**src/rtl/rep_control_wb.sv**
```systemverilog
// Writeback-stage sequencer for REP/REPE/REPNE string instructions: owns the
// iteration count and issues registered count-load, repeat and terminate strobes.
module rep_control_wb #(
    parameter int CW     = 32,
    parameter int FW     = 32,
    parameter int ZF_BIT = 6
) (
    input  logic          CLK,
    input  logic          CLR,
    input  logic          WB_V,
    input  logic          rep_start,
    input  logic          rep_iter_done,
    input  logic [1:0]    rep_mode,
    input  logic [CW-1:0] count_in,
    input  logic [FW-1:0] current_flags,
    input  logic          flush,
    output logic [CW-1:0] count_out,
    output logic          ld_count,
    output logic          repeat_eip,
    output logic          terminate,
    output logic          busy,
    output logic          proto_err,
    output logic          state_dbg
);

    typedef enum logic {
        IDLE = 1'b0,
        RUN  = 1'b1
    } state_t;

    localparam logic [1:0] MODE_REPE  = 2'b01;
    localparam logic [1:0] MODE_REPNE = 2'b10;

    state_t        state, state_n;
    logic [1:0]    mode_q, mode_n;
    logic [CW-1:0] count_n;
    logic [CW-1:0] count_dec;
    logic          ld_n, rep_n, term_n, err_n;
    logic          zf, stop;
    logic          unused_flags;

    assign zf           = current_flags[ZF_BIT];
    assign unused_flags = ^current_flags;
    assign count_dec    = count_out - {{(CW-1){1'b0}}, 1'b1};
    // Mode 11 falls into neither flag test, so it behaves as plain REP.
    assign stop = (count_dec == '0)
               || ((mode_q == MODE_REPE)  && !zf)
               || ((mode_q == MODE_REPNE) &&  zf);
    assign state_dbg = state;

    always_comb begin
        state_n = state;
        mode_n  = mode_q;
        count_n = count_out;
        ld_n    = 1'b0;
        rep_n   = 1'b0;
        term_n  = 1'b0;
        err_n   = proto_err;
        if (flush) begin
            state_n = IDLE;
        end else if (WB_V) begin
            case (state)
                IDLE: begin
                    if (rep_start) begin
                        if (count_in == '0) begin
                            // Zero count: skip the body entirely, no count writeback.
                            term_n  = 1'b1;
                            count_n = '0;
                        end else begin
                            mode_n  = rep_mode;
                            count_n = count_in;
                            state_n = RUN;
                        end
                    end
                end
                RUN: begin
                    if (rep_start) begin
                        err_n = 1'b1;
                    end
                    if (rep_iter_done) begin
                        count_n = count_dec;
                        ld_n    = 1'b1;
                        if (stop) begin
                            term_n  = 1'b1;
                            state_n = IDLE;
                        end else begin
                            rep_n = 1'b1;
                        end
                    end
                end
                default: state_n = IDLE;
            endcase
        end
    end

    always_ff @(posedge CLK or negedge CLR) begin
        if (!CLR) begin
            state <= IDLE;
        end else begin
            state <= state_n;
        end
    end

    always_ff @(posedge CLK or negedge CLR) begin
        if (!CLR) begin
            mode_q     <= 2'b00;
            count_out  <= '0;
            ld_count   <= 1'b0;
            repeat_eip <= 1'b0;
            terminate  <= 1'b0;
            busy       <= 1'b0;
            proto_err  <= 1'b0;
        end else begin
            mode_q     <= mode_n;
            count_out  <= count_n;
            ld_count   <= ld_n;
            repeat_eip <= rep_n;
            terminate  <= term_n;
            busy       <= (state_n == RUN);
            proto_err  <= err_n;
        end
    end

endmodule

```
**config.mk**
```make
export PLATFORM = sky130hd
export DESIGN_NAME = rep_control_wb
export DESIGN_NICKNAME = d
export VERILOG_FILES = /design/src/rtl/rep_control_wb.sv
export SDC_FILE = /design/constraint.sdc
export NUM_CORES = 1
export LEC_CHECK = 0
export BUFFER_PORTS_ARGS = -buffer_cell sky130_fd_sc_hd__buf_2
export CAP_MARGIN = 20
export CORE_ASPECT_RATIO = 1.75
export CORE_UTILIZATION = 50
export DETAILED_ROUTE_END_ITERATION = 10
export PLACE_DENSITY = 0.81
export SLEW_MARGIN = 25
export SYNTH_ARGS = -nofsm -noshare
export SYNTH_HDL_FRONTEND = slang
export SYNTH_SLANG_ARGS = --single-unit
```
**constraint.sdc**
```tcl
create_clock -name CLK -period 2.8 [get_ports CLK]
set_input_delay 0.56 -clock CLK [delete_from_list [all_inputs] [get_ports CLK]]
set_output_delay 0.56 -clock CLK [all_outputs]
set_load 0.01 [all_outputs]
```
After elaboration in Yosys (flattened, before gate mapping)
Index checks and enable logic that the tools add are counted.
{ "classes": {"n_bitwise": 3, "n_reduce_logical": 11, "eq_ne": 4, "n_mux": 26, "n_addsub": 1} }
{ "op_table": {"columns": ["operator", "count"], "rows": [
  ["32-bit two-way mux", 3],
  ["32-bit zero test", 2],
  ["32-bit case mux with 2 select lines", 1],
  ["32-bit by 1-bit subtractor with 32-bit output (second input constant)", 1],
  ["1-bit two-way mux", 20],
  ["4-bit AND reduction", 2],
  ["5-bit AND reduction", 1],
  ["2-bit inequality test (second input constant)", 2],
  ["1-bit case mux with 2 select lines", 2],
  ["1-bit inverter", 3],
  ["2-bit by 1-bit == test with 1-bit output (second input constant)", 1],
  ["2-bit == test (second input constant)", 1],
  ["1-bit logical AND", 2],
  ["1-bit logical OR", 2],
  ["2-bit nonzero test", 1],
  ["1-bit zero test", 1]
]} }
{ "totals": {"word_cells": 52, "register_bits": 39} }

Longest topological paths before layout
{ "logic_depth": {"depth_word": 9, "depth_mapped": 10, "ltp_nobuf": 9} }

Worst setup path after synthesis
OpenSTA, ideal clock, no wires.
{ "synth_timing": {"kind": "register -> register", "from": "reg count_out[0]", "to": "reg terminate", "n_path_buf": 1, "synth_period_minus_slack_ns": 2.665, "setup_time_ns": 0.099, "t_arrival_ns": 2.566, "setup_slack_ns": 0.135, "required_ns": 2.701, "stages_incl_launch_ff": 11, "path_cell_list": "dfrtp_1 -> inv_1 -> ha_1 -> clkbuf_2 -> nor4b_4 -> nand2_2 -> nor4_1 -> xnor2_1 -> nand4_1 -> or3_1 -> a311oi_1"} }
{ "synth_between": {"elab_chain_cells": 9} }
{ "synth_rtl": {"columns": ["item", "line_no", "text"], "rows": [
  ["start, declared", "17", "output logic [CW-1:0] count_out,"],
  ["start signal, assigned", "115", "count_out <= count_n;"],
  ["32-bit by 1-bit subtractor with 32-bit output", "44", "assign count_dec = count_out - {{(CW-1){1'b0}}, 1'b1};"],
  ["32-bit zero test", "46", "assign stop = (count_dec == '0)"],
  ["1-bit logical OR", "47", "|| ((mode_q == MODE_REPE) && !zf)"],
  ["1-bit logical OR", "48", "|| ((mode_q == MODE_REPNE) && zf);"],
  ["1-bit two-way mux", "83", "if (stop) begin"],
  ["1-bit two-way mux", "80", "if (rep_iter_done) begin"],
  ["1-bit case mux with 2 select lines", "62", "case (state)"],
  ["1-bit two-way mux", "61", "end else if (WB_V) begin"],
  ["1-bit two-way mux", "59", "if (flush) begin"],
  ["via term_n", "38", "logic ld_n, rep_n, term_n, err_n;"],
  ["end signal, assigned", "118", "terminate <= term_n;"],
  ["end, declared", "20", "output logic terminate,"]
]} }
The timed path passes the listed nets, and every way through them passes these cells.
A chain may end at the register's enable or synchronous reset.

Worst setup path after layout
{ "layout_timing": {"from": "reg count_out[0]", "to": "reg repeat_eip"} }
{ "layout_between": {"elab_chain_cells": 9} }
{ "layout_rtl": {"columns": ["item", "line_no", "text"], "rows": [
  ["32-bit by 1-bit subtractor with 32-bit output", "44", null],
  ["32-bit zero test", "46", null],
  ["1-bit logical OR", "47", null],
  ["1-bit logical OR", "48", null],
  ["1-bit two-way mux", "83", null],
  ["1-bit two-way mux", "80", null],
  ["1-bit two-way mux", "62", null],
  ["1-bit two-way mux", "61", null],
  ["1-bit two-way mux", "59", null],
  ["via rep_n", "38", null],
  ["end signal, assigned", "117", "repeat_eip <= rep_n;"],
  ["end, declared", "19", "output logic repeat_eip,"]
]} }
The timed path passes the listed nets, and every way through them passes these cells.

==> parameters.txt <==
Parameter                              Value

Critical path
  Startpoint kind of the worst setup timing path    flop
  Crit-path max cell delay    420 ps
  Worst reg-to-reg path cell count    8
  Arrival time at the worst endpoint    roughly 2800 ps
  R2R setup slack    170 ps
  Highest fanout seen on the critical path    6
  Data required time at the worst endpoint    2990 ps
  Endpoint of the most critical register-to-register path    repeat_eip$_DFF_PN0_
  Worst R2R Start    count_out[0]$_DFFE_PN0P_
  Critical Path, Cell by Cell    buf_4 > nor4_4 > nand4_4 > or3_4 > o21ai_1 > nand4_1 > or3_1 > and3_2
  Setup Crit Path Kind    reg2reg
  CP endpoint kind    flop
  Critical-path top delay cell    sky130_fd_sc_hd__or3_1

Routing
  Initial DRT Pass Iterations    4
  Routed wire length    8920 µm
  DRC errors left    0
  Detail-routed via count per cell    approximately 6.2
  WL/cell    17.3 µm
  Number of DRC violations after detailed-routing iteration 0    186
  Number of vias in the routed layout    3216
  Final antenna-violating net count    0

STA
  Share of the clock period used by the worst path after layout    93.9%
  Unrepaired setup endpoints after global routing    false
  Relative slew slack    approximately two fifths
  Worst Setup Slack, final    172 ps
  Post-layout minimum cycle time    2630 ps
  Final max-slew violation count    0
  Setup TNS    0 ps
  Clock Skews    between 10 and 15 ps
  Final hold violations    0
  Highest clock rate    380 MHz
  Final count of negative-setup-slack endpoints    0
  Worst Max-Slew Pin Slew    approximately 920 ps

Final layout
  Post-route design area    3550 µm²
  Signed area change from the synthesized netlist to the final layout    23.7%
  Share of final-layout standard cells stronger than drive strength 1    30.0%
  Count of inserted antenna diode cells    0
  Leading cell types in the layout, fill and taps excluded    sky130_fd_sc_hd__buf_2, sky130_fd_sc_hd__dfrtp_1, sky130_fd_sc_hd__nand2_1
  Fin util    ~64%
  Most frequent standard cell in the layout excluding fill and tap cells    sky130_fd_sc_hd__buf_2
  Number of nets at the end of the flow    approximately 510

Global route
  All-layer global routing usage    30.9%
  GRT Residual Overflow    0
  Number of global-route vias before repair    3036
  Largest net degree at the start of global routing    40
  First-pass GRT wire length    14300 µm
  Antenna violations before repair    0

CTS
  Clock tree from TritonCTS    built
  # clock sinks    39
  Clock buffers created by TritonCTS    5
  CTS clock-pin slew for the worst setup and hold paths    80 ps
  Worst-skew pair later-pin latency    approximately 300 ps
  CTS max path bufs    2
  Number of hold buffers added after CTS    0
  Cell chosen for the clock root    sky130_fd_sc_hd__clkbuf_8
  Count of H-tree levels built during CTS    2

Synthesis
  Area of the mapped netlist    2870 µm²
  Sequential cell area fraction in the yosys report    about a third
  Average footprint of a synthesized cell    8.12 µm²
  Cell type contributing the most total cell area after synthesis    sky130_fd_sc_hd__dfrtp_1
  Number of different library cells in the post-synthesis netlist    59
  EDFF count, synth    0
  Share of async-settable or async-resettable flops after synthesis    100%
  Most used flip-flop cell after synthesis    sky130_fd_sc_hd__dfrtp_1
  Total of warnings raised by yosys    0
  Post-synthesis instance total    around 350
  Top cell type's share of synthesized area    34.0%
  Register bit total from synthesis    39
  Net Count, Synth    ~430
  Top post-synthesis cells by area    sky130_fd_sc_hd__dfrtp_1, sky130_fd_sc_hd__a21oi_1, sky130_fd_sc_hd__nand2_1, sky130_fd_sc_hd__nor2_1, sky130_fd_sc_hd__nor4_1

Floorplanning
  Core box area    5540 µm²
  I/O pin total    110
  Initial standard-cell utilization of the core    51.9%
  Die X-Extent    59.3 µm
  Die Height    102 µm
  Die outline area    6060 µm²
  Standard-cell rows    36

Placed design
  Buffers on Ports    78
  Detailed placer's ending HPWL    6490 µm
  Placement Setup Slack    90.2 ps
  Instance area after placement    3430 µm²
  GP Congestion    0.888

Run status
  Result of the run    complete, no violations

Pwr
  LEAKAGE    0.00146 µW
  Pwr/cell area    approximately 840 nW/µm²
  VDD IR-drop max    0.000475 V

Job
  Max-cap viol count    0

Min path
  Class of the tightest hold or removal check    in2async
==> cell type report <==
type / count / area, µm²
fillers: 513 / 1990
multi-input cells: 282 / 1770
flip-flops and latches: 39 / 976
repair buffers: 106 / 613
well taps: 76 / 95.1
clock buffers: 7 / 76.3
inverters: 5 / 18.8
clock inverters: 1 / 5.00
==> stage by stage <==
step | power [µW] | cells | hold slack (ps)
floorplan | 2000 | 354 | 264
global placement | 2530 | 506 | 454
detailed placement | 2580 | 506 | 460
CTS | 2950 | 514 | 429
global route | 3180 | 516 | 460
finish | 2980 | 516 | 385
==> registers in the layout (all words and copies together), names as in the netlist <==
name	cells
proto_err	1
terminate	1
busy	1
count_out	32
ld_count	1
repeat_eip	1
mode_q	2
==> metal layers <==
layer	track usage [%]	wire length, µm	up-vias	part of all wire (%)
met2	53.6	4750	150	53
met1	35.9	3330	1532	37
li1	-	-	1504	-
met4	16.1	323	0	3.6
met5	0	0	-	0
met3	4.43	516	30	5.8
==> power by group <==
part	switching (µW)	internal, µW	leakage (µW)
clock network	203	175	0.0000422
logic	779	642	0.000990
registers	399	780	0.000432
==> how the worst max path moves through the flow <==
stage | startpoint | end | slack (ps) | depth (start not counted)
after floorplan | count_out[0]$_DFFE_PN0P_ | terminate$_DFF_PN0_ | 130 | 10
after global placement | count_in[22] | count_out[6]$_DFFE_PN0P_ | 110 | 7
after detailed placement | count_in[22] | count_out[6]$_DFFE_PN0P_ | 90 | 7
after CTS | count_out[0]$_DFFE_PN0P_ | terminate$_DFF_PN0_ | 130 | 9
after global routing | count_out[0]$_DFFE_PN0P_ | repeat_eip$_DFF_PN0_ | 3 | 10
final | count_out[0]$_DFFE_PN0P_ | repeat_eip$_DFF_PN0_ | 170 | 8
==> synth_stat cells, types with 4 or more instances <==
| library cell | n |
|---|---|
| sky130_fd_sc_hd__a32oi_1 | 4 |
| sky130_fd_sc_hd__mux2i_1 | 5 |
| sky130_fd_sc_hd__o22ai_1 | 7 |
| sky130_fd_sc_hd__nor3_1 | 22 |
| sky130_fd_sc_hd__nor4_1 | 19 |
| sky130_fd_sc_hd__a21oi_1 | 27 |
| sky130_fd_sc_hd__clkbuf_1 | 14 |
| sky130_fd_sc_hd__dfrtp_1 | 39 |
| sky130_fd_sc_hd__o21a_1 | 5 |
| sky130_fd_sc_hd__buf_2 | 5 |
| sky130_fd_sc_hd__nand3_1 | 22 |
| sky130_fd_sc_hd__nand2_1 | 34 |
| sky130_fd_sc_hd__o21ai_0 | 17 |
| sky130_fd_sc_hd__o211ai_1 | 6 |
| sky130_fd_sc_hd__and3_1 | 5 |
| sky130_fd_sc_hd__nand4_1 | 6 |
| sky130_fd_sc_hd__nor2_1 | 33 |
| sky130_fd_sc_hd__xnor2_1 | 7 |
| sky130_fd_sc_hd__inv_1 | 5 |
| sky130_fd_sc_hd__or3_1 | 6 |
==> worst max-delay path: cells and delay by family (launching register included) <==
kind                   cells  cell delay, ps
AOI/OAI and AO/OA          1             170
buffers and inverters      1             170
DFF                        1             390
and+or+nand+nor            6            1800
==> timing repair <==
item                                    CTS  global route
resized for setup                         0             4
hold endpoints to repair                  0             0
buffers inserted                          0             2
endpoints found under the setup margin    0             2
==> logic make-up (layout without fill, tap and decap cells) <==
logic type      count (synthesis)  in the layout  synth area share, %
buf+inv                        33            119                 5.27
fa+ha+maj                       2              2                0.871
xor+xnor                        8              8                 2.44
simple gates                  178            178                 35.5
mux                             8              8                 2.92
flops                          39             39                 34.0
compound gates                 86             86                 19.1
(Power assumes the default switching activity.)
